**src/rtl/mvm_feeder.sv**
```systemverilog
// Buffers one matrix+vector frame from an upstream stream and replays it to an MVM engine.
// Optional MVM_FEEDER_REUSE_EN: vector-only frames reuse the previously loaded matrix.
module mvm_feeder #(
    parameter int k = 12,
    parameter int b = 12
) (
    input  logic                clk,
    input  logic                reset,
    input  logic signed [b-1:0] s_data,
    input  logic                s_valid,
    output logic                s_ready,
    input  logic                s_reuse,
    output logic                loadMatrix,
    output logic                loadVector,
    output logic                start,
    output logic signed [b-1:0] data_in,
    input  logic                done,
    output logic                busy
);

    localparam int unsigned MW = k * k;
    localparam int unsigned L  = k * k + k;
    localparam int unsigned AW = $clog2(L);

    localparam logic [AW-1:0] LAST_FULL = AW'(L - 1);
    localparam logic [AW-1:0] LAST_VEC  = AW'(k - 1);
    localparam logic [AW-1:0] LAST_MAT  = AW'(MW - 1);
    localparam logic [AW-1:0] VEC_BASE  = AW'(MW);

    localparam logic [2:0] FILL      = 3'd0;
    localparam logic [2:0] LOAD_M    = 3'd1;
    localparam logic [2:0] BURST_M   = 3'd2;
    localparam logic [2:0] LOAD_V    = 3'd3;
    localparam logic [2:0] BURST_V   = 3'd4;
    localparam logic [2:0] START     = 3'd5;
    localparam logic [2:0] WAIT_DONE = 3'd6;

    logic [2:0]          state_q, state_d;
    logic [AW-1:0]       wr_idx_q, rd_idx_q, wr_addr;
    logic                mat_loaded_q, vec_only_q, vec_only, last_word, xfer;
    logic signed [b-1:0] mem [L];

    assign s_ready = (state_q == FILL);
    assign xfer    = s_valid && s_ready;

`ifdef MVM_FEEDER_REUSE_EN
    // Reuse decision is taken on the first word and held for the rest of the frame.
    assign vec_only = (wr_idx_q == '0) ? (s_reuse && mat_loaded_q) : vec_only_q;
`else
    logic unused_reuse;
    assign vec_only     = 1'b0;
    assign unused_reuse = ^{s_reuse, mat_loaded_q, vec_only_q};
`endif

    assign last_word = vec_only ? (wr_idx_q == LAST_VEC) : (wr_idx_q == LAST_FULL);
    // Vector-only frames land in the vector slots so BURST_V reads one fixed region.
    assign wr_addr   = vec_only ? (wr_idx_q + VEC_BASE) : wr_idx_q;

    always_comb begin
        state_d = state_q;
        case (state_q)
            FILL:      if (xfer && last_word) state_d = vec_only ? LOAD_V : LOAD_M;
            LOAD_M:    state_d = BURST_M;
            BURST_M:   if (rd_idx_q == LAST_MAT) state_d = LOAD_V;
            LOAD_V:    state_d = BURST_V;
            BURST_V:   if (rd_idx_q == LAST_FULL) state_d = START;
            START:     state_d = WAIT_DONE;
            WAIT_DONE: if (done) state_d = FILL;
            default:   state_d = FILL;
        endcase
    end

    always_ff @(posedge clk) begin
        if (reset) begin
            state_q      <= FILL;
            wr_idx_q     <= '0;
            rd_idx_q     <= '0;
            mat_loaded_q <= 1'b0;
            vec_only_q   <= 1'b0;
        end else begin
            state_q <= state_d;
            if (xfer) begin
                wr_idx_q <= last_word ? '0 : wr_idx_q + 1'b1;
                if (wr_idx_q == '0) vec_only_q <= vec_only;
            end
            case (state_q)
                LOAD_M:           rd_idx_q <= '0;
                LOAD_V:           rd_idx_q <= VEC_BASE;
                BURST_M, BURST_V: rd_idx_q <= rd_idx_q + 1'b1;
                default:          rd_idx_q <= rd_idx_q;
            endcase
            if (state_q == BURST_M && rd_idx_q == LAST_MAT) mat_loaded_q <= 1'b1;
        end
    end

    always_ff @(posedge clk) begin
        if (xfer) mem[wr_addr] <= s_data;
    end

    always_comb begin
        loadMatrix = (state_q == LOAD_M);
        loadVector = (state_q == LOAD_V);
        start      = (state_q == START);
        busy       = (state_q != FILL);
        data_in    = '0;
        if (state_q == BURST_M || state_q == BURST_V) data_in = mem[rd_idx_q];
    end

endmodule

```
**config.mk**
```make
export PLATFORM = sky130hd
export DESIGN_NAME = mvm_feeder
export DESIGN_NICKNAME = d
export VERILOG_FILES = /design/src/rtl/mvm_feeder.sv
export SDC_FILE = /design/constraint.sdc
export NUM_CORES = 2
export LEC_CHECK = 0
export CORE_UTILIZATION = 55
export DETAILED_ROUTE_END_ITERATION = 12
export DONT_BUFFER_PORTS = 1
export GPL_TIMING_DRIVEN = 0
export PLACE_DENSITY = 0.7
export SLEW_MARGIN = 20
export SYNTH_ARGS = -nofsm -noshare
export SYNTH_HDL_FRONTEND = slang
export SYNTH_SLANG_ARGS = --single-unit
```
**constraint.sdc**
```tcl
create_clock -name clk -period 2.71 [get_ports clk]
set_input_delay 0.542 -clock clk [delete_from_list [all_inputs] [get_ports clk]]
set_output_delay 0.542 -clock clk [all_outputs]
set_load 0.03 [all_outputs]
```
==> implementation parameters <==
Parameter                              Value

Run status
  Run status ... finished, violations left
  Violated checks ... negative setup slack

Yosys
  Number of warnings reported in the yosys synthesis log ... 0
  Net count of the mapped netlist ... between 3000 and 4000
  Library cells used by synthesis ... 64
  Count of flip-flops with a built-in enable after synthesis ... 1872
  Number of standard cells after synthesis ... 3477
  Post-synthesis average cell area ... about 21 sq um
  Post-Synthesis Cell Area ... 0.0738 sq mm
  Post-synth top cells ... 1872 x edfxtp_1, 420 x mux4_2, 201 x nor2_1
  Async S/R FF share, synth ... 0
  Post-synthesis sequential element count ... between 1500 and 2000
  Cells taking the most area after synthesis ... edfxtp_1 76%, mux4_2 13%, mux2i_1 2.1%, nor2_1 1.0%, a22oi_1 0.88%
  Proportion of synthesized chip area in sequential cells ... 0.770
  Largest area contributor in the synthesized netlist ... edfxtp_1
  Area share of the largest cell type after synthesis ... 0.762
  Most frequent cell after synthesis ... edfxtp_1
  Post-synth top flop ... edfxtp_1

Global routing
  All-Layer GR Usage ... 0.362
  Antenna violations before repair ... 10
  Global-route wire length before repair ... 330000 microns
  Total congestion overflow ... 0
  Largest net degree at the start of global routing ... between 150 and 200
  Via count of the first global-routing pass ... 40300

Timing
  Clock period minus final worst setup slack ... roughly 4400 ps
  Final clock period utilization by the worst path ... 1.64
  Highest achievable clock rate ... between 200 and 250 MHz
  RSZ-0062 raised after global routing ... true
  WHS ... approximately 55 ps
  Pin slew with the least headroom to its limit ... 938 ps
  Worst rel slew slack ... 0.374
  Worst-case clock skew ... approximately 36 ps
  Final setup violation count ... a little over 60
  Number of hold violations in the final report ... 0
  Number of pins with negative max-slew slack in the final report ... 0
  Final worst setup slack ... -1730 ps

Clock tree
  Clock latency of the later-clocked register in the worst-skew pair ... 850 ps
  Cts bufs inserted ... roughly 190
  CTS HTree Levels ... 4
  TritonCTS clock tree ... built
  Clock tree sinks ... approximately 1900
  Clock-pin slew on the worst setup and hold paths ... 60 ps
  Root Buffer Master ... clkbuf_16
  Longest Clk Path Bufs ... 3

Power
  Worst vdd rail ir drop ... between 0.0007 and 0.0008 V
  Clock power share ... 0.431
  Switching part of the total power ... 0.217
  Power share of the sequential group ... 0.532
  Internal Pwr Total ... roughly 48 mW
  Total net switching power ... around 13 mW
  Leakage ... ~28 nW
  PD cells ... roughly 660 mW/mm^2
  Comb pwr share ... 0.038

Critical path
  Worst reg2reg path depth ... 6
  Classification of the worst setup path ... register to output pin
  Critical path arrival ... 3900 ps
  Critical Path End Type ... output pin
  Critical Path RT ... 2170 ps
  Critical path launch point type ... register
  Highest net fanout along the worst path ... 10

Min path
  Instance count along the most critical hold path ... 3
  Kind of path behind the tightest hold check ... input pin to register

Route
  Drc violations ... 0
  1st-pass router iterations ... 7
  Average detailed-routed wire length per instance ... around 41 microns
  Via total after detailed routing ... about 42000
  Met2 WL post-DR ... about 110000 microns
  Post-detailed-route via-to-cell ratio ... about 7.1
  Initial DRC Count ... 7607
  Remaining antenna violation count after routing ... 0
  Total length of routed met3 wires ... 38500 microns
  DRT met1 WL ... 86000 microns
  Top Layer Used ... met5
  Sum of routed wire length over all layers ... ~250000 microns

Placed design
  Placed Cells ... about 5200
  Placed wire-length estimate after detailed placement ... approximately 140000 microns
  Input/output buffers ... 0
  GPL Wtd Cong ... ~1.0
  Setup WS pre-CTS ... -2390 ps
  Dpl cell area ... approximately 0.077 sq mm

Floorplanning
  Placeable core region ... approximately 0.13 sq mm
  Initial core utilization ... 0.557
  Chip height ... 368 microns
  Boundary Pins ... 34
  Placement Rows ... 133
  X dimension of the die ... 368 microns
  Die footprint ... 0.136 sq mm

Cells and area
  Final standard cell count with taps included and fillers excluded ... between 5000 and 6000
  Layout cell share with drive strength beyond 1 ... 0.399
  Filler cell count in the final layout ... 7548
  Final-stage net count ... between 4000 and 5000
  Post-route standard cell area excluding fillers ... approximately 0.092 sq mm
  Post-synthesis to final-layout area growth ... 25.0%

Run
  Number of max-capacitance violations reported ... 0
==> per-stage QoR <==
step / power, mW / TNS, ps / util
6_report: 60.8 / -21360 / 0.697
5_1_grt: 61.8 / -20030 / 0.697
4_1_cts: 60.5 / -18390 / 0.687
3_5_place_dp: 34.2 / -1557520 / 0.583
3_3_place_gp: 34.2 / -1756230 / 0.579
2_1_floorplan: 33.6 / -21480 / -
==> placed cells by master (no fill, tap or decap), types with 50 or more instances in the layout <==
cell / count
edfxtp_1: 1872
buf_16: 61
clkbuf_16: 193
buf_12: 199
nand2_1: 64
a22oi_1: 50
mux4_2: 420
buf_4: 172
nor2_4: 158
mux2i_1: 137
==> worst max-delay path: stages (launching register included) <==
cell and delay, ps:
dfxtp_4 460, buf_12 170, buf_12 140, buf_16 140
buf_8 240, mux4_2 360, mux4_2 630, a311oi_4 680
a211oi_4 190
==> layer usage <==
| metal | vias up | global-route usage |
|---|---|---|
| met5 | - | 0.00641 |
| met4 | 16 | 0.188 |
| met3 | 753 | 0.138 |
| met2 | 3774 | 0.506 |
| met1 | 21800 | 0.496 |
| li1 | 15800 | - |
==> final timing paths <==
check	start	end	slack [ps]
worst min register to register	rd_idx_q[5]	register	580
worst max-delay path	register	data_in[7]	-1730
worst min-delay path	done	state_q[0]	50
worst max register to register	wr_addr[0]	mem[30][5]	-100
==> state kept, by name, indices dropped and copies added (netlist names), named ones only <==
signal / flops
rd_idx_q: 8
wr_addr: 8
state_q: 3
mem: 1872
==> what timing repair did <==
item                                     CTS  global route
endpoints found under the setup margin  1893          1458
hold endpoints to repair                1878             0
gates cloned                               6             0
gates resized for setup                  764           111
hold buffers                              14             0
buffers inserted                         253            84
pin swaps                                182            58
==> power groups by stage <==
stage	sequential (mW)	clock, mW	combinational (mW)
after floorplan	32.9	0	0.632
after global placement	32.9	0	1.26
after detailed placement	32.9	0	1.28
after CTS	32.3	26.0	2.12
after global routing	32.3	27.2	2.27
final	32.3	26.2	2.29
==> cell type report <==
| class | count | area (sq um) | area share |
|---|---|---|---|
| clock inverters | 127 | 1260 | 0.0137 |
| flip-flops and latches | 1899 | 56800 | 0.616 |
| multi-input cells | 1367 | 18800 | 0.204 |
| clock buffers | 218 | 4820 | 0.0522 |
| well taps | 1755 | 2200 | 0.0238 |
| diodes | 5 | 12.5 | 0.000136 |
| repair buffers | 369 | 5340 | 0.0579 |
| inverters | 8 | 32.5 | 0.000353 |
| plain buffers | 194 | 3010 | 0.0326 |
==> kinds of logic after synthesis <==
kind of cell             share of synthesized area
flip-flops                                   0.770
multiplexers                                 0.151
AND/OR/NAND/NOR                             0.0277
AO/OA/AOI/OAI                               0.0320
buffers and inverters                       0.0181
XOR/XNOR                                  0.000950
adder cells (fa/ha/maj)                   0.000848
Power figures use the tool's default switching activity.
